## config.mk

```make
export PLATFORM = sky130hd
export DESIGN_NAME = vga_pixel_serializer8x16_flat
export DESIGN_NICKNAME = d
export VERILOG_FILES = /design/src/rtl/vga_pixel_serializer8x16_if.sv /design/src/rtl/vga_pixel_serializer8x16.sv /design/src/flat_wrapper.sv
export SDC_FILE = /design/constraint.sdc
export NUM_CORES = 1
export LEC_CHECK = 0
export CORE_MARGIN = 2
export CORE_UTILIZATION = 34
export CTS_CLUSTER_SIZE = 30
export DETAILED_ROUTE_END_ITERATION = 10
export HOLD_SLACK_MARGIN = 0.06
export MAX_ROUTING_LAYER = met4
export PLACE_DENSITY = 0.76
export SYNTH_ARGS = -nofsm -noshare
export SYNTH_HDL_FRONTEND = slang
export SYNTH_SLANG_ARGS = --single-unit
```

## constraint.sdc

```tcl
create_clock -name reloj -period 1.9 [get_ports reloj]
set_input_delay 0.38 -clock reloj [delete_from_list [all_inputs] [get_ports reloj]]
set_output_delay 0.38 -clock reloj [all_outputs]
set_load 0.005 [all_outputs]
```

## src/rtl/vga_pixel_serializer8x16_if.sv

```systemverilog
// Pixel-path bundle between the font-ROM/sync front end and the VGA serializer.
interface vga_pixel_serializer8x16_if;
  logic [9:0]  Qh_px;
  logic        video_on;
  logic        hsync_in;
  logic        vsync_in;
  logic [7:0]  DATO8x16;
  logic [11:0] rgb;
  logic        hsync;
  logic        vsync;

  modport master (
    output Qh_px, video_on, hsync_in, vsync_in, DATO8x16,
    input  rgb, hsync, vsync
  );

  modport slave (
    input  Qh_px, video_on, hsync_in, vsync_in, DATO8x16,
    output rgb, hsync, vsync
  );
endinterface

```

## src/rtl/vga_pixel_serializer8x16.sv

```systemverilog
// Serializes 8-bit font rows MSB-first, one pixel per clock, with column/enable/sync
// delayed to meet the ROM data; drives registered RGB and sync to the connector.
module vga_pixel_serializer8x16 #(
  parameter int          ROM_LAT  = 2,
  parameter logic [11:0] FG       = 12'hFFF,
  parameter logic [11:0] BG       = 12'h000,
  parameter logic        SYNC_POL = 1'b0
) (
  input logic                        reloj,
  input logic                        resetM,
  vga_pixel_serializer8x16_if.slave  vif
);

  typedef struct packed {
    logic [2:0] idx;
    logic       von;
    logic       hs;
    logic       vs;
  } tap_t;

  localparam tap_t TAP_RST = '{idx: 3'd0, von: 1'b0, hs: ~SYNC_POL, vs: ~SYNC_POL};

  tap_t [ROM_LAT-1:0] align;
  logic [ROM_LAT-1:0] vld_pipe;
  tap_t               cur;
  tap_t               tap;
  logic               load;
  logic               pix;
  logic [7:0]         shreg;
  logic [7:0]         shreg_nxt;
  logic               unused_qh;

  assign unused_qh = ^vif.Qh_px[9:3];

  always_comb begin
    cur     = TAP_RST;
    cur.idx = vif.Qh_px[2:0];
    cur.von = vif.video_on;
    cur.hs  = vif.hsync_in;
    cur.vs  = vif.vsync_in;
  end

  // Align pipeline; vld_pipe marks entries that came from real input, so the
  // reset-filled idx=0 slots never load a glyph.
  always_ff @(posedge reloj or negedge resetM) begin
    if (!resetM) begin
      align    <= {ROM_LAT{TAP_RST}};
      vld_pipe <= '0;
    end else begin
      align[0]    <= cur;
      vld_pipe[0] <= 1'b1;
      for (int i = 1; i < ROM_LAT; i++) begin
        align[i]    <= align[i-1];
        vld_pipe[i] <= vld_pipe[i-1];
      end
    end
  end

  assign tap  = align[ROM_LAT-1];
  assign load = vld_pipe[ROM_LAT-1] && (tap.idx == 3'd0);

  always_comb begin
    pix       = shreg[7];
    shreg_nxt = {shreg[6:0], 1'b0};
    if (load) begin
      pix       = vif.DATO8x16[7];
      shreg_nxt = {vif.DATO8x16[6:0], 1'b0};
    end
  end

  // Shifting runs regardless of video_on so blanking never desynchronizes the glyph.
  always_ff @(posedge reloj or negedge resetM) begin
    if (!resetM) begin
      shreg     <= 8'h00;
      vif.rgb   <= 12'h000;
      vif.hsync <= ~SYNC_POL;
      vif.vsync <= ~SYNC_POL;
    end else begin
      shreg     <= shreg_nxt;
      vif.rgb   <= tap.von ? (pix ? FG : BG) : 12'h000;
      vif.hsync <= tap.hs;
      vif.vsync <= tap.vs;
    end
  end

endmodule

```

## src/flat_wrapper.sv

```systemverilog
// flat-port wrapper written by rule: the top's interface ports become plain ports
module vga_pixel_serializer8x16_flat 
#(
  parameter int          ROM_LAT  = 2,
  parameter logic [11:0] FG       = 12'hFFF,
  parameter logic [11:0] BG       = 12'h000,
  parameter logic        SYNC_POL = 1'b0
)
  (reloj, resetM, vif_Qh_px, vif_video_on, vif_hsync_in, vif_vsync_in, vif_DATO8x16, vif_rgb, vif_hsync, vif_vsync);
  vga_pixel_serializer8x16_if vif_i ();
  input logic reloj;
  input logic resetM;
  input wire logic [$bits(vif_i.Qh_px)-1:0] vif_Qh_px;
  input wire logic [$bits(vif_i.video_on)-1:0] vif_video_on;
  input wire logic [$bits(vif_i.hsync_in)-1:0] vif_hsync_in;
  input wire logic [$bits(vif_i.vsync_in)-1:0] vif_vsync_in;
  input wire logic [$bits(vif_i.DATO8x16)-1:0] vif_DATO8x16;
  output wire logic [$bits(vif_i.rgb)-1:0] vif_rgb;
  output wire logic [$bits(vif_i.hsync)-1:0] vif_hsync;
  output wire logic [$bits(vif_i.vsync)-1:0] vif_vsync;
  assign vif_i.Qh_px = vif_Qh_px;
  assign vif_i.video_on = vif_video_on;
  assign vif_i.hsync_in = vif_hsync_in;
  assign vif_i.vsync_in = vif_vsync_in;
  assign vif_i.DATO8x16 = vif_DATO8x16;
  assign vif_rgb = vif_i.rgb;
  assign vif_hsync = vif_i.hsync;
  assign vif_vsync = vif_i.vsync;
  vga_pixel_serializer8x16 #(.ROM_LAT(ROM_LAT), .FG(FG), .BG(BG), .SYNC_POL(SYNC_POL)) u_core (.reloj(reloj), .resetM(resetM), .vif(vif_i));
endmodule
```

# After elaboration in Yosys (flattened, before gate mapping)
# Index checks and enable logic that the tools add are counted.
[classes]
mux = 4
n_reduce_logical = 2
[ops]
columns = ["op", "count"]
rows = [
  ["12-bit 2-to-1 mux", 2],
  ["8-bit 2-to-1 mux", 1],
  ["3-bit logical NOT", 1],
  ["1-bit logical AND", 1],
  ["1-bit 2-to-1 mux", 1],
]
[word_totals]
reg_bits = 36
inputBits = 23
out_inout_bits = 14
elab_cells = 19

# Logic depth before layout (Yosys ltp)
[logic_depth]
word_depth = 5
mapped_depth = 2
mapped_depth_nobuf = 2

# Worst setup path before layout
# OpenSTA, ideal clock, no wires.
[synth_timing]
kind = "flip-flop to flip-flop"
from = "reg u_core.align[11] (netlist name)"
to = "reg u_core.shreg[2]"
setup_time_ns = 0.125
t_arrival_ns = 1.215
required_ns = 1.775
path_slack_ns = 0.560
stages_incl_launch_ff = 3
n_path_buf = 0
synth_period_minus_slack_ns = 1.340
path_cell_list = "dfrtp_1 nor4b_4 mux2_2"
[synth_between]
elab_chain_len = 3
[synth_lines]
columns = ["item", "line", "text"]
rows = [
  ["from (decl)", "vga_pixel_serializer8x16.sv:23", "tap_t [ROM_LAT-1:0] align;"],
  ["from (signal assigned)", "vga_pixel_serializer8x16.sv:47", "align <= {ROM_LAT{TAP_RST}};"],
  ["from (signal, indexed assignment)", "vga_pixel_serializer8x16.sv:53", "align[i] <= align[i-1];"],
  ["3-bit logical NOT", "vga_pixel_serializer8x16.sv:60", "assign load = vld_pipe[ROM_LAT-1] && (tap.idx == 3'd0);"],
  ["1-bit logical AND", "vga_pixel_serializer8x16.sv:60", ""],
  ["8-bit 2-to-1 mux", "vga_pixel_serializer8x16.sv:65", "if (load) begin"],
  ["named net u_core.shreg_nxt[2]", "vga_pixel_serializer8x16.sv:30", "logic [7:0] shreg_nxt;"],
  ["to (signal assigned)", "vga_pixel_serializer8x16.sv:79", "shreg <= shreg_nxt;"],
  ["to (decl)", "vga_pixel_serializer8x16.sv:29", "logic [7:0] shreg;"],
]
# The timed path passes the listed nets, and every way through them passes these cells.

==> results by group <==
Status
  – Status: complete, no violations

STA
  – Slew at the pin closest to its max-slew limit: 0.5389 ns
  – Finish-stage setup viols: 0
  – Setup Skew: 0.007745 ns
  – Setup TNS: 0 ns
  – Max Slew Vio Count: 0
  – Final min period: 1.769 ns
  – Period utilization: 0.9308
  – Final WS setup: 0.1315 ns
  – F_max: 565.4 MHz
  – Final Hold Fails: 0
  – Slew HR: 0.6392
  – RSZ-0062 raised after global routing: no

Clock tree
  – Post-CTS Hold Fix Bufs: 0
  – CTS tree: built
  – # clock sinks: 24
  – Clock slew seen by the registers of the worst setup and hold paths: 0.12 ns
  – Skew-Pair Late Insertion Delay: 0.30 ns
  – H-tree levels: 1
  – Post-CTS sizing: 0
  – Post-CTS setup buffer count: 0
  – CTS buffer count: 3
  – CTS root buf: clkbuf_4
  – Deepest clock path buffer count: 2

Critical path
  – CP Cell Sequence: clkdlybuf4s50_1
  – Worst-path fanout max: 12
  – CP max stage cell: clkdlybuf4s50_1
  – Critical path's top delay family: buffers and inverters
  – Critical path startpoint category: flip-flop
  – Setup crit end kind: primary output
  – Worst Setup Path Type: reg -> out
  – Slowest stage delay, CP: 0.57 ns
  – Worst EP arrival: 1.39 ns
  – Worst Path Buf+Inv: 1
  – Worst R2R Setup Slack: 0.45 ns
  – FF-to-FF Start: u_core.align[11]$_DFF_PN0_
  – Critical Path RT: 1.52 ns
  – RR Endpoint: u_core.shreg[5]$_DFF_PN0_
  – R2R cell count: 2

Placed design
  – Port Buffer Count: 29
  – Dpl cells: 94
  – Placer congestion estimate: 0.6201
  – Setup Slack @ Placement: 0.4448 ns
  – Final HPWL DP: 831 µm

Power
  – Max VDD drop: 0.5783 mV
  – LEAKAGE: 0.4792 nW
  – Power per Cell Area: 897.7 nW/µm²

Synth
  – Mean Syn Cell Area: 17.25 µm²
  – Area leader, netlist: dfrtp_1
  – Sequential area share after synthesis: 0.7500
  – Yosys reg bits: 24
  – Post-synth net total: 70
  – Mapped cell area: 810.8 µm²
  – Synth cell types: 9
  – Synth area leaders: dfrtp_1, dfstp_2, buf_4, mux2_2, nor4b_4
  – Synth Instances: 47
  – Share of the synthesized area in the top cell type: 0.5556
  – Synth warn: 0

Job
  – Max-Cap Viols: 0

Floorplanning
  – Core Area: 2233 µm²
  – Die Y: 52.83 µm
  – I/O Pins: 37
  – Num rows: 17
  – Initial Util: 0.3630
  – Overall die width: 52.83 µm
  – Full die area: 2791 µm²

Final layout
  – Final std cells w/o fill: 98
  – Register Area: 608.1 µm²
  – Share of cells above drive strength 1: 0.2714
  – Area grow syn2layout: 37.35%
  – Fin nets: 94
  – Area of the multi-input gates: 120.1 µm²
  – ANT cells: 0
  – Fill count: 199

Routing
  – Post-DRT Antenna Nets: 0
  – Starting DRT DRC Count: 2
  – DRC viols: 0
  – First-pass iteration count of the detailed router: 2
  – Via density: 4.184
  – Final WL: 1.028 mm
  – Wire length per cell: 10.49 µm
  – Via count: 410

Global routing
  – Total GRT Usage: 0.09887
  – Pin count of the biggest net entering global routing: 18
  – Initial antenna violation count: 0
  – Vias in the first global route: 439
  – Gr ovfl total: 0
  – First-pass GRT wire length: 1.828 mm

Worst hold path
  – HP Class: in -> async
## cell usage after synthesis
cell,number
dfrtp_1,18
dfstp_2,6
mux2i_1,1
conb_1,1
mux2_2,6
nor4b_4,1
nand2_1,2
buf_4,11
and2_2,1
## cell families (layout without fill, tap and decap cells)
family / Yosys count / after routing / synth area share
multiplexers: 7 / 7 / 0.09567
AND/OR/NAND/NOR: 4 / 4 / 0.04784
buffers and inverters: 11 / 34 / 0.1019
flip-flops: 24 / 24 / 0.7500
other: 1 / 1 / 0.004625
## stage by stage
step / utilization / power (mW) / hold slack [ns] / instance area [µm²]
global route: 0.4986 / 1.054 / 0.2958 / 1114
finish: 0.4986 / 0.9996 / 0.3123 / 1114
detailed placement: 0.4751 / 0.6590 / 0.3347 / 1061
floorplan: - / 0.5979 / 0.08441 / 810.8
global placement: 0.4751 / 0.6548 / 0.3333 / 1061
CTS: 0.4986 / 1.012 / 0.3066 / 1114
## layout by cell type (no fill, tap or decap)
| cell type | n |
|---|---|
| clkdlybuf4s50_1 | 29 |
| mux2i_1 | 1 |
| dfrtp_1 | 18 |
| bufinv_16 | 1 |
| conb_1 | 1 |
| clkbuf_4 | 3 |
| nand2_1 | 2 |
| nor4b_4 | 1 |
| buf_4 | 1 |
| mux2_2 | 6 |
| and2_2 | 1 |
| dfstp_2 | 6 |
## sequential cells by signal, indices dropped and copies added (netlist names)
name and count:
u_core.vif.vsync 1, u_core.vif.hsync 1, u_core.vld_pipe 2, u_core.shreg 7, u_core.align 12, u_core.vif.rgb 1
## layout make-up
class                      count  share of cell area
sequential                    24              0.5461
timing repair buffer          30              0.2674
multi-input combinational     12              0.1079
clock buffer                   3             0.02022
tap                           28             0.03146
clock inverter                 1             0.02697
## power by group
group | internal, mW | switching [mW] | leakage [nW]
clock network | 0.213 | 0.140 | 0.0279
logic | 0.0669 | 0.0253 | 0.164
registers | 0.542 | 0.0119 | 0.288
total | 0.822 | 0.177 | 0.479
## layer usage
layer,routed length [µm],global-route usage
met1,384,0.1011
met2,495,0.1583
met3,133,0.03714
met4,15,0.06410
met5,0,-
## worst max-delay path by stage
stage | from | endpoint | cells after the start
global route | u_core.vif.rgb[10]$_DFF_PN0_ | vif_rgb[4] | 1
CTS | u_core.vif.rgb[10]$_DFF_PN0_ | vif_rgb[1] | 1
finish | u_core.vif.rgb[10]$_DFF_PN0_ | vif_rgb[1] | 1
floorplan | u_core.align[11]$_DFF_PN0_ | u_core.shreg[2]$_DFF_PN0_ | 2
global placement | u_core.align[11]$_DFF_PN0_ | u_core.shreg[3]$_DFF_PN0_ | 2
detailed placement | u_core.align[11]$_DFF_PN0_ | u_core.shreg[7]$_DFF_PN0_ | 2
(Power assumes the default switching activity.)
